===== src/rtl/fetch_ctrl_if.sv =====
// Fetch-side bus: combinational instruction-memory port plus the decode handoff.
// Handshake: out_valid/out_instr/out_pc are stable while out_valid is high; a word
// transfers on any rising edge where out_valid && out_ready. Valid never waits on ready.
interface fetch_ctrl_if #(
  parameter int ADDRESS_LEN = 32,
  parameter int DATA_LEN    = 32
);
  logic [ADDRESS_LEN-1:0] imem_addr;
  logic [DATA_LEN-1:0]    imem_data;
  logic                   out_valid;
  logic                   out_ready;
  logic [DATA_LEN-1:0]    out_instr;
  logic [ADDRESS_LEN-1:0] out_pc;

  modport master (
    output imem_addr,
    input  imem_data,
    output out_valid,
    input  out_ready,
    output out_instr,
    output out_pc
  );

  modport slave (
    input  imem_addr,
    output imem_data,
    input  out_valid,
    output out_ready,
    input  out_instr,
    input  out_pc
  );
endinterface


===== src/rtl/fetch_ctrl.sv =====
// Instruction-fetch sequencer: owns the PC, buffers fetched words in a small FIFO,
// and handles redirect/flush, freeze and halt-on-self-branch.
module fetch_ctrl #(
  parameter int                     ADDRESS_LEN = 32,
  parameter int                     DATA_LEN    = 32,
  parameter int                     FIFO_DEPTH  = 2,
  parameter logic [ADDRESS_LEN-1:0] RESET_PC    = '0
) (
  input  logic                   clk,
  input  logic                   rst,
  input  logic                   freeze,
  input  logic                   branch_taken,
  input  logic [ADDRESS_LEN-1:0] branch_addr,
  fetch_ctrl_if.master           bus,
  output logic                   halted,
  output logic [31:0]            fetch_count,
  output logic [1:0]             dbg_state
);

  localparam int PTR_W = $clog2(FIFO_DEPTH);
  localparam int CNT_W = PTR_W + 1;

  typedef enum logic [1:0] {
    S_INIT = 2'd0,
    S_RUN  = 2'd1,
    S_HOLD = 2'd2,
    S_HALT = 2'd3
  } state_e;

  state_e                 state_q, state_d;
  logic [ADDRESS_LEN-1:0] pc_q, pc_d;
  logic [PTR_W-1:0]       rd_ptr_q, rd_ptr_d;
  logic [PTR_W-1:0]       wr_ptr_q, wr_ptr_d;
  logic [CNT_W-1:0]       occ_q, occ_d;
  logic [31:0]            fetch_count_q, fetch_count_d;

  logic [DATA_LEN-1:0]    instr_mem_q [FIFO_DEPTH];
  logic [ADDRESS_LEN-1:0] npc_mem_q   [FIFO_DEPTH];

  logic                   fifo_full;
  logic                   pop;
  logic                   fire;
  logic                   self_branch;
  logic [ADDRESS_LEN-1:0] pc_plus4;
  logic                   unused_addr_bits;

  // Redirect targets are word aligned; the low address bits are ignored.
  assign unused_addr_bits = ^branch_addr[1:0];

  assign pc_plus4    = pc_q + ADDRESS_LEN'(4);
  assign fifo_full   = (occ_q == CNT_W'(FIFO_DEPTH));
  assign pop         = bus.out_valid && bus.out_ready;
  assign fire        = (state_q == S_RUN) && !freeze && !branch_taken && (!fifo_full || pop);
  assign self_branch = (bus.imem_data[27:24] == 4'b1010) && (bus.imem_data[23:0] == 24'hFFFFFF);

  always_comb begin
    state_d = state_q;
    if (branch_taken && (state_q != S_INIT)) begin
      state_d = S_RUN;
    end else begin
      case (state_q)
        S_INIT: state_d = S_RUN;
        S_RUN: begin
          if (freeze)                    state_d = S_HOLD;
          else if (fire && self_branch)  state_d = S_HALT;
        end
        S_HOLD: if (!freeze) state_d = S_RUN;
        S_HALT: state_d = S_HALT;
        default: state_d = S_INIT;
      endcase
    end
  end

  // A redirect flushes the buffer and overrides any coincident push or pop.
  always_comb begin
    pc_d          = pc_q;
    rd_ptr_d      = rd_ptr_q;
    wr_ptr_d      = wr_ptr_q;
    occ_d         = occ_q;
    fetch_count_d = fetch_count_q;
    if (branch_taken) begin
      pc_d     = {branch_addr[ADDRESS_LEN-1:2], 2'b00};
      rd_ptr_d = '0;
      wr_ptr_d = '0;
      occ_d    = '0;
    end else begin
      if (fire) begin
        pc_d     = pc_plus4;
        wr_ptr_d = wr_ptr_q + PTR_W'(1);
        if (fetch_count_q != 32'hFFFF_FFFF) fetch_count_d = fetch_count_q + 32'd1;
      end
      if (pop) rd_ptr_d = rd_ptr_q + PTR_W'(1);
      case ({fire, pop})
        2'b10:   occ_d = occ_q + CNT_W'(1);
        2'b01:   occ_d = occ_q - CNT_W'(1);
        default: occ_d = occ_q;
      endcase
    end
  end

  always_ff @(posedge clk) begin
    if (rst) begin
      state_q       <= S_INIT;
      pc_q          <= RESET_PC;
      rd_ptr_q      <= '0;
      wr_ptr_q      <= '0;
      occ_q         <= '0;
      fetch_count_q <= '0;
    end else begin
      state_q       <= state_d;
      pc_q          <= pc_d;
      rd_ptr_q      <= rd_ptr_d;
      wr_ptr_q      <= wr_ptr_d;
      occ_q         <= occ_d;
      fetch_count_q <= fetch_count_d;
    end
  end

  // Storage needs no reset: entries are only visible while the occupancy covers them.
  always_ff @(posedge clk) begin
    if (fire && !rst) begin
      instr_mem_q[wr_ptr_q] <= bus.imem_data;
      npc_mem_q[wr_ptr_q]   <= pc_plus4;
    end
  end

  assign bus.imem_addr = pc_q;
  assign bus.out_valid = (occ_q != '0);
  assign bus.out_instr = bus.out_valid ? instr_mem_q[rd_ptr_q] : '0;
  assign bus.out_pc    = bus.out_valid ? npc_mem_q[rd_ptr_q]   : '0;
  assign halted        = (state_q == S_HALT);
  assign fetch_count   = fetch_count_q;
  assign dbg_state     = state_q;

endmodule


===== src/flat_wrapper.sv =====
// flat-port wrapper written by rule: the top's interface ports become plain ports
module fetch_ctrl_flat 
#(
  parameter int                     ADDRESS_LEN = 32,
  parameter int                     DATA_LEN    = 32,
  parameter int                     FIFO_DEPTH  = 2,
  parameter logic [ADDRESS_LEN-1:0] RESET_PC    = '0
)
  (clk, rst, freeze, branch_taken, branch_addr, halted, fetch_count, dbg_state, bus_imem_addr, bus_imem_data, bus_out_valid, bus_out_ready, bus_out_instr, bus_out_pc);
  fetch_ctrl_if #(.ADDRESS_LEN(ADDRESS_LEN), .DATA_LEN(DATA_LEN)) bus_i ();
  input  logic clk;
  input  logic rst;
  input  logic freeze;
  input  logic branch_taken;
  input  logic [ADDRESS_LEN-1:0] branch_addr;
  output logic halted;
  output logic [31:0] fetch_count;
  output logic [1:0] dbg_state;
  output wire logic [$bits(bus_i.imem_addr)-1:0] bus_imem_addr;
  input wire logic [$bits(bus_i.imem_data)-1:0] bus_imem_data;
  output wire logic [$bits(bus_i.out_valid)-1:0] bus_out_valid;
  input wire logic [$bits(bus_i.out_ready)-1:0] bus_out_ready;
  output wire logic [$bits(bus_i.out_instr)-1:0] bus_out_instr;
  output wire logic [$bits(bus_i.out_pc)-1:0] bus_out_pc;
  assign bus_imem_addr = bus_i.imem_addr;
  assign bus_i.imem_data = bus_imem_data;
  assign bus_out_valid = bus_i.out_valid;
  assign bus_i.out_ready = bus_out_ready;
  assign bus_out_instr = bus_i.out_instr;
  assign bus_out_pc = bus_i.out_pc;
  fetch_ctrl #(.ADDRESS_LEN(ADDRESS_LEN), .DATA_LEN(DATA_LEN), .FIFO_DEPTH(FIFO_DEPTH), .RESET_PC(RESET_PC)) u_core (.clk(clk), .rst(rst), .freeze(freeze), .branch_taken(branch_taken), .branch_addr(branch_addr), .bus(bus_i), .halted(halted), .fetch_count(fetch_count), .dbg_state(dbg_state));
endmodule

===== config.mk =====
export PLATFORM = sky130hd
export DESIGN_NAME = fetch_ctrl_flat
export DESIGN_NICKNAME = d
export VERILOG_FILES = /design/src/rtl/fetch_ctrl_if.sv /design/src/rtl/fetch_ctrl.sv /design/src/flat_wrapper.sv
export SDC_FILE = /design/constraint.sdc
export NUM_CORES = 1
export LEC_CHECK = 0
export ABC_AREA = 1
export CORE_MARGIN = 5
export CORE_UTILIZATION = 50
export CTS_CLUSTER_DIAMETER = 80
export DETAILED_ROUTE_END_ITERATION = 10
export PLACE_DENSITY = 0.91
export SYNTH_ARGS = -nofsm -noshare
export SYNTH_HDL_FRONTEND = slang
export SYNTH_SLANG_ARGS = --single-unit

===== constraint.sdc =====
create_clock -name clk -period 13.1 [get_ports clk]
set_input_delay 2.62 -clock clk [delete_from_list [all_inputs] [get_ports clk]]
set_output_delay 2.62 -clock clk [all_outputs]
set_load 0.02 [all_outputs]

# Word level (Yosys, flattened, before mapping)
# Memory sizes are Yosys's and may differ from the RTL's. A register that Yosys moved wholly into a read port is not among the register bits.
# Cells that the tools add are included.
# word_totals
regBits	70
mem_bits_rw	128
in_bits	69
out_inout_bits	132
elab_cells	69
memories	2
# memory_table
memory	words	word_bits	rd	rd_clocked_by_memory_dff	write_ports	line_no	text
u_core.instr_mem_q	2	32	1	1	1	fetch_ctrl.sv:37	logic [DATA_LEN-1:0] instr_mem_q [FIFO_DEPTH];
u_core.npc_mem_q	2	32	1	1	1	fetch_ctrl.sv:38	logic [ADDRESS_LEN-1:0] npc_mem_q [FIFO_DEPTH];
# op_classes
addsub	6
eq_ne	13
n_mux	16
bitwise_logic	1
n_reduce_logical	23
# op_table
op	count
2-to-1 mux 32 bit	4
adder 32 x 1 -> 32 bit (second input constant)	1
adder 32 x 3 -> 32 bit (second input constant)	1
!= test 32 bit (second input constant)	1
== test 24 bit (second input constant)	1
== test 2 bit (second input constant)	4
logical AND 1 bit	8
case mux 2 bit (4 select lines)	1
nonzero test 2 bit	4
2-to-1 mux 1 bit	7
2-to-1 mux 2 bit	3
== test 2 x 1 -> 1 bit (second input constant)	2
== test 4 bit (second input constant)	1
zero test 1 bit	4
!= test 4 bit (second input constant)	1
case mux 2 bit (2 select lines)	1
AND reduction 2 bit	2
OR reduction 2 bit	2
!= test 3 x 2 -> 1 bit (second input constant)	1
!= test 3 bit (second input constant)	1
AND reduction 3 bit	1
adder 1 bit (second input constant)	2
adder 2 x 1 -> 2 bit (second input constant)	1
zero test 2 bit	1
4 further kinds	4

# Depth between registers and ports, before layout
# depth
ltp_word	9
ltp_mapped	12
ltp_nobuf	10

# Least setup slack after synthesis
# Ideal clock, no wire load.
# synth_path
path_kind	input to register
start	input branch_taken
end	memory u_core.instr_mem_q[0][0] (enable)
t_arrival_ns	7.340
required_time_ns	12.542
path_slack_ns	5.202
path_stages	6
cell_sequence	buf_2 -> inv_2 -> nand2_1 -> nor2_1 -> nand2_1 -> nor3_1
# synth_via
elab_chain_cells	6
# synth_lines
item	line_no	text
from (decl)	flat_wrapper.sv:14	input logic branch_taken;
zero test 1 bit	fetch_ctrl.sv:53	assign fire = (state_q == S_RUN) && !freeze && !branch_taken && (!fifo_full || pop);
logical AND 1 bit (2 in a row)	fetch_ctrl.sv:53	
logical AND 1 bit	fetch_ctrl.sv:121	if (fire && !rst) begin
2-to-1 mux 1 bit	fetch_ctrl.sv:121	
2-to-1 mux 1 bit (not written as such)	fetch_ctrl.sv:122	instr_mem_q[wr_ptr_q] <= bus.imem_data;
to (decl)	fetch_ctrl.sv:37	
# Every way passes these cells.

==> impl_metrics.json <==
{
  "outcome": "completed",
  "total_drc_errors_in_the_routed_layout": 0,
  "setup_repair_after_global_routing_missed_its_margin": "no",
  "post_cts_resized": 0,
  "place.gp.congestion": 0.915,
  "timing.critical_path.required_ns": 10.48,
  "final_nets": 1405,
  "timing.reg2reg.worst_path_depth": 9,
  "synth.largest_area_cell": "sky130_fd_sc_hd__edfxtp_1",
  "worst_slew_margin_rel": 0.237,
  "synthArstFlopShare": 0,
  "syn_area_um2": 9390,
  "gr-usage-met1": 0.315,
  "vias_in_the_first_global_route": 8180,
  "synth_sequential_area_ratio": 0.544,
  "die_x_um": 147,
  "setup_tns_ns": 0,
  "avgViaCountPerCell": 5.35,
  "i_o_pin_total": 201,
  "tritoncts": "done",
  "filler_cells_inserted": 1502,
  "timing.critical_path.to_type": "output port",
  "die_y_extent_um": 147,
  "worst_hold_path_type": "flop to flop",
  "start_util": 0.505,
  "fin_crit_sh": 0.400,
  "timing.hold.worst.start": "u_core.rd_ptr_q$_SDFFE_PP0N_",
  "timing.critical_path.fanout_max": 62,
  "ant_nets": 0,
  "reg2reg_from": "u_core.dbg_state[0]$_SDFFE_PP0P_",
  "p_per_area_nw_per_um2": 108,
  "post_cts.repair.setup_buffers": 0,
  "r2r_setup_slack_ns": 10.59,
  "htree_num_levels": 4,
  "worst_slack_placed_ns": 7.56,
  "slew_violations": 0,
  "max_freq_ghz": 0.191,
  "setup_violations": 0,
  "dp_hpwl_um": 18700,
  "die_area_um2": 21600,
  "fp-row-count": 50,
  "globalRouteTotalUtil": 0.248,
  "grt_most_used_layer": "met2",
  "cts.hold.buffers_added": 0,
  "maxCapViolCount": 0,
  "place_inst": 1548,
  "core_um2": 18600,
  "synth_top_cell_area_share": 0.397,
  "max-clock-path-buffers": 2,
  "tightest_slew_ns": 1.14,
  "synth-main-ff-cell": "sky130_fd_sc_hd__edfxtp_1",
  "grtUsageMet2": 0.419,
  "grt_antenna_before_repair": 1,
  "wl_per_cell_um": 17.1,
  "element_type_at_the_critical_path_start": "flop",
  "tritoncts_buffer_count": 17,
  "ctsRootBufferMaster": "sky130_fd_sc_hd__clkbuf_16",
  "synthesized_flop_and_latch_total": 193,
  "min_path_cells": 1,
  "power.ir.vdd_worst_uv": 104,
  "dr_total_vias": 8449,
  "postLayoutSetupSlackWorst_ns": 7.86,
  "post-route-min-period_ns": 5.24,
  "dr.pass1.iters": 5,
  "final_layout_size_suffix_gt1_frac": 0.0565,
  "ys_top_cells_by_area": "sky130_fd_sc_hd__edfxtp_1, sky130_fd_sc_hd__nand2_1, sky130_fd_sc_hd__dfxtp_1",
  "clkSlewWorstSetupHoldPaths_ns": 0.07,
  "finalNonFillerCells": 1580,
  "crit_path_cell_trace": "inv_2 -> nand2_1 -> a21oi_1 -> clkdlybuf4s50_1",
  "synthesis.yosys.warnings": 0,
  "worst_clock_skew_ns": 0.0152,
  "worst_path_max_stage_delay_ns": 0.80,
  "antenna_cells_inserted": 0,
  "detailedRoute.firstIterationViolations": 713,
  "path_delay_family": "buffers and inverters",
  "total_leakage_power_nw": 4.33,
  "critical_path_arrival_ns": 2.62,
  "met3_usage": 0.0651,
  "clock_sink_count": 193,
  "cpMaxStageDelayCell": "sky130_fd_sc_hd__inv_2",
  "post_synth_num_cell_types": 34,
  "grt_overflow": 0,
  "largest_net_degree_at_the_start_of_global_routing": 63,
  "synth_area_per_cell_um2": 8.10,
  "setup.worst_path.class": "flop to output port",
  "post_synth_inst_count": 1158,
  "critical_path.n_buffers_inverters": 2,
  "syn_to_layout_area_delta_pct": 28.5,
  "routed_wl_um": 27000,
  "clk_latency_ns": 0.44,
  "global_route_wire_length_before_repair_um": 42900,
  "utilization_of_the_core_after_routing": 0.649,
  "number_of_hold_slack_violations_in_the_final_timing_report": 0,
  "synth_edf_count": 124,
  "port_buffers": 194,
  "reg2reg_to": "u_core.bus.imem_addr[12]$_SDFFE_PP0P_"
}
==> routing by layer <==
layer	up-vias	wire length, um
met5	-	20
met4	2	495
met3	41	2470
met2	368	13200
met1	3938	10800
li1	4100	-
==> cells in the final DEF, fill, tap and decap left out, drive strengths merged, types with 9 or more instances in the layout <==
cell / instances
nand2: 443
clkdlybuf4s50: 193
edfxtp: 124
nor2: 124
a21oi: 120
inv: 100
dfxtp: 69
nand3: 54
o21ai: 29
xor2: 20
clkbuf: 17
nand4: 14
clkinv: 9
==> layout make-up <==
cell class,count,area (um2),share of cell area
Timing Repair Buffer,200,1980,0.164
Tap cell,234,293,0.0243
Sequential cell,193,5110,0.424
Clock buffer,17,425,0.0353
Inverter,94,353,0.0293
Clock inverter,15,181,0.0150
Multi-Input combinational cell,827,3720,0.308
==> per-stage QoR <==
| step | cell area [um2] | power [W] | hold slack, ns |
|---|---|---|---|
| after floorplan | 9400 | 0.000735 | 0.425 |
| after global placement | 11400 | 0.000789 | 0.431 |
| after detailed placement | 11400 | 0.000793 | 0.450 |
| after CTS | 12100 | 0.00131 | 0.473 |
| after global routing | 12100 | 0.00135 | 0.493 |
| final | 12100 | 0.00130 | 0.475 |
==> state kept, by name (all words and copies together) (netlist names), named ones only <==
name / count
u_core.instr_mem_q: 64
u_core.npc_mem_q: 60
u_core.dbg_state: 2
u_core.occ_q: 2
u_core.rd_ptr_q: 1
u_core.fetch_count: 32
u_core.bus.imem_addr: 30
u_core.wr_ptr_q: 1
==> Yosys cell counts (all sizes together), types with 4 or more instances <==
cell and count:
nand2 443, edfxtp 124, nor2 124, a21oi 120, inv 94, dfxtp 69
nand3 54, clkbuf 31, o21ai 29, xor2 20, buf 16, nand4 14
a31oi 4, nor3 4
==> cells by family (layout without fill, tap and decap cells) <==
family,Yosys count,in the layout,share of synthesized area
buffers and inverters,141,326,0.0632
adder cells (fa/ha/maj),3,3,0.00400
XOR/XNOR,23,23,0.0215
AO/OA/AOI/OAI,154,154,0.0869
flip-flops,193,193,0.544
AND/OR/NAND/NOR,643,643,0.280
other,1,4,0.000400
==> worst max-delay path by stage <==
| stage | start | to | cells past startpoint |
|---|---|---|---|
| 3_3_place_gp | branch_taken | u_core.bus.imem_addr[18]$_SDFFE_PP0P_ | 12 |
| 3_5_place_dp | branch_taken | u_core.bus.imem_addr[18]$_SDFFE_PP0P_ | 12 |
| 5_1_grt | flop | bus_out_pc[10] | 4 |
| 4_1_cts | flop | bus_out_instr[5] | 4 |
| 6_report | flop | bus_out_pc[28] | 4 |
| 2_1_floorplan | branch_taken | u_core.instr_mem_q[0][0]$_DFFE_PP_ | 6 |
==> report_power, final <==
group / switching (W) / leakage (nW) / internal [W] / total [W]
Sequential: 0.0000118 / 1.69 / 0.000658 / 0.000669
Clock: 0.000262 / 0.295 / 0.000260 / 0.000522
Combinational: 0.0000638 / 2.35 / 0.0000470 / 0.000111
(Power assumes the default switching activity.)
==> RTL edit, RTL diff (same settings) <==
Put one more register stage on the output `fetch_count`, cleared by the reset. The value now appears one clock later. The other outputs are not delayed to match.
--- a/src/rtl/fetch_ctrl.sv
+++ b/src/rtl/fetch_ctrl.sv
@@ -131,3 +131,9 @@
   assign halted        = (state_q == S_HALT);
-  assign fetch_count   = fetch_count_q;
+  always_ff @(posedge clk) begin
+    if (rst) begin
+      fetch_count <= '0;
+    end else begin
+      fetch_count <= fetch_count_q;
+    end
+  end
   assign dbg_state     = state_q;
Function: changed (Yosys sat finds a counterexample within 4 cycles, from zero or initial values and one cycle with rst high).
==> RTL edit against the original RTL <==
Area after synthesis increased by 8.3%. Count of clock-buffer cells in the layout rose by 14. Total power grew 18%. Setup slack worse by 0.52 ns. Critical path depth rose by 1. Routed wire length is 2.6% higher. Worst hold slack worse by 0.025 ns. Final area is 8.1% higher. Largest cell class unchanged. Sequential cell count increased by 32. Clock skew fell by 0.0066 ns. Synthesized cell count up 5.9%.
==> RTL edit: results (changes against the original RTL) <==
* Outcome: finished clean (unchanged)
* # H-tree levels at 1 (was 4)
* Unique masters post-synth at 34 (unchanged)
* GP Congestion at 0.976 (was 0.915)
* Antenna cells at 0 (unchanged)
* Register area share after synthesis at 56.5% (was 54.4%)
* DP Area at 12300 µm² (was 11400 µm²)
* Number of global-route vias before repair at 8378 (was 8180)
* Leak at 4.70 nW (was 4.33 nW)
* Share of cells above drive strength 1 at 5.56% (was 5.65%)
* Synth area leaders: edfxtp_1 (37%), dfxtp_1 (20%), nand2_1 (16%) (was edfxtp_1 (40%), nand2_1 (17%), dfxtp_1 (15%))
* Yosys warns at 0 (unchanged)
* GRT Total Usage at 22.7% (was 24.8%)
* CP max FO at 63 (was 62)
* Pin count of the biggest net entering global routing at 70 (was 63)
* Top cells by count, synth: nand2_1 (425), nor2_1 (143), edfxtp_1 (124) (was nand2_1 (430), edfxtp_1 (124), nor2_1 (118))
* Async S/R FF share, synth at 0% (unchanged)
* Fin nets at 1477 (was 1405)
* Worst-Skew Late Latency at 0.50 ns (was 0.44 ns)
* Crit-path max cell delay at 0.84 ns (was 0.80 ns)
* Compound-Gate Fraction of Synth Area at 8.23% (was 8.69%)
* VDD IR max at 0.0000886 V (was 0.000104 V)
* Proportion of synthesized area in mux cells at 0% (unchanged)
* CTS max path bufs at 3 (was 2)
* Worst-margin pin slew at 1.04 ns (was 1.14 ns)
* Detailed Place HPWL at 19.3 mm (was 18.7 mm)
* Vias per cell at 5.26 (was 5.35)
* IO Port Bufs at 194 (unchanged)
* Drt pass-1 iters at 8 (was 5)
* Drt initial violations at 683 (was 713)
* Layout Skew at 0.00861 ns (was 0.0152 ns)
* Wire length per cell at 16.4 µm (was 17.1 µm)
* Adder-cell share of the synthesized area at 0.369% (was 0.400%)
* Root Buffer: clkbuf_16 (unchanged)
* Setup bufs post-CTS at 0 (unchanged)
* Switching power at 338 µW (about the same)
* Worst-path clk slew at 0.06 ns
* First-pass GRT wire length at 43.2 mm (was 42.9 mm)
* Main synth FF type: edfxtp_1 (unchanged)
* Number of synthesized flops with an enable pin at 124 (unchanged)
* CTS Buf Count at 23 (was 17)
* Initial antenna violation count at 2 (was 1)
* Filler cells at 1540 (was 1502)
* Crit-path slowest cell: inv_2 (unchanged)
* Resized cells post-CTS at 0 (unchanged)
* Post-synthesis xor/xnor area fraction at 1.90% (was 2.15%)
-- RTL edit: changes by cell type after synthesis, sizes merged, moves of 3 or more --
cell,before,now
nor2,124,150
nand3,54,49
dfxtp,69,101
nand2,443,439
nand4,14,11
nor3,4,7
inv,94,104
xnor2,3,0
-- RTL edit: cell families (layout without fill, tap and decap cells) --
| group | Yosys count | after routing |
|---|---|---|
| xor gates and xnor gates | 22 | 22 |
| and+or+nand+nor | 664 | 664 |
| other | 1 | 4 |
| adders and majority gates | 3 | 3 |
| DFF | 225 | 225 |
| buffers and inverters | 153 | 346 |
| AOI/OAI and AO/OA | 158 | 158 |
-- RTL edit: path summary, 6_finish.rpt --
path | from | end | slack (ns) | depth (start not counted)
worst min-delay path | u_core.rd_ptr_q | register | 0.45 | 1
worst max-delay path | register | bus_out_instr[5] | 7.33 | 5
worst min register to register | u_core.rd_ptr_q | register | 0.45 | 1
worst max register to register | u_core.occ_q[0] | u_core.fetch_count_q[29] | 10.62 | 8
-- RTL edit: layout make-up --
type / instances / area share (%)
Tap cell: 270 / 2.59
Timing Repair Buffer: 200 / 15.2
Clock buffer: 31 / 4.80
Inverter: 104 / 3.00
Multi-Input combinational cell: 851 / 29.3
Clock inverter: 11 / 1.04
Sequential cell: 225 / 44.1
-- RTL edit: worst register-to-register path: stages, from the launching register on --
cell and delay (ns):
dfxtp_1 0.44, inv_1 0.07, nand3_1 0.07, nand2_1 0.17
inv_2 0.79, nand2_1 0.26, nand2_2 0.37, nand2_1 0.13
a21oi_2 0.12
-- RTL edit: stage by stage --
stage                     power [mW]  instances  worst slack [ns]  util (%)
after floorplan                0.836       1229              5.22         -
after global placement         0.891       1650              7.71      61.0
after detailed placement       0.894       1650              7.66      61.0
after CTS                       1.55       1692              7.32      64.8
after global routing            1.59       1692              7.17      64.8
final                           1.54       1692              7.33      64.8
-- RTL edit: per-layer routing --
| metal | GRT usage (%) | wire length, µm | up-vias |
|---|---|---|---|
| met5 | 0 | 26 | - |
| li1 | - | - | 4307 |
| met4 | 8.32 | 1030 | 4 |
| met2 | 39.3 | 13400 | 417 |
| met3 | 4.23 | 2600 | 80 |
| met1 | 28.4 | 10700 | 4095 |
-- RTL edit: power groups by stage --
stage | Sequential, mW | Clock, mW | Combinational, mW
2_1_floorplan | 0.787 | 0 | 0.0492
3_3_place_gp | 0.781 | 0 | 0.109
3_5_place_dp | 0.782 | 0 | 0.112
4_1_cts | 0.767 | 0.666 | 0.113
5_1_grt | 0.767 | 0.698 | 0.123
6_report | 0.767 | 0.655 | 0.113
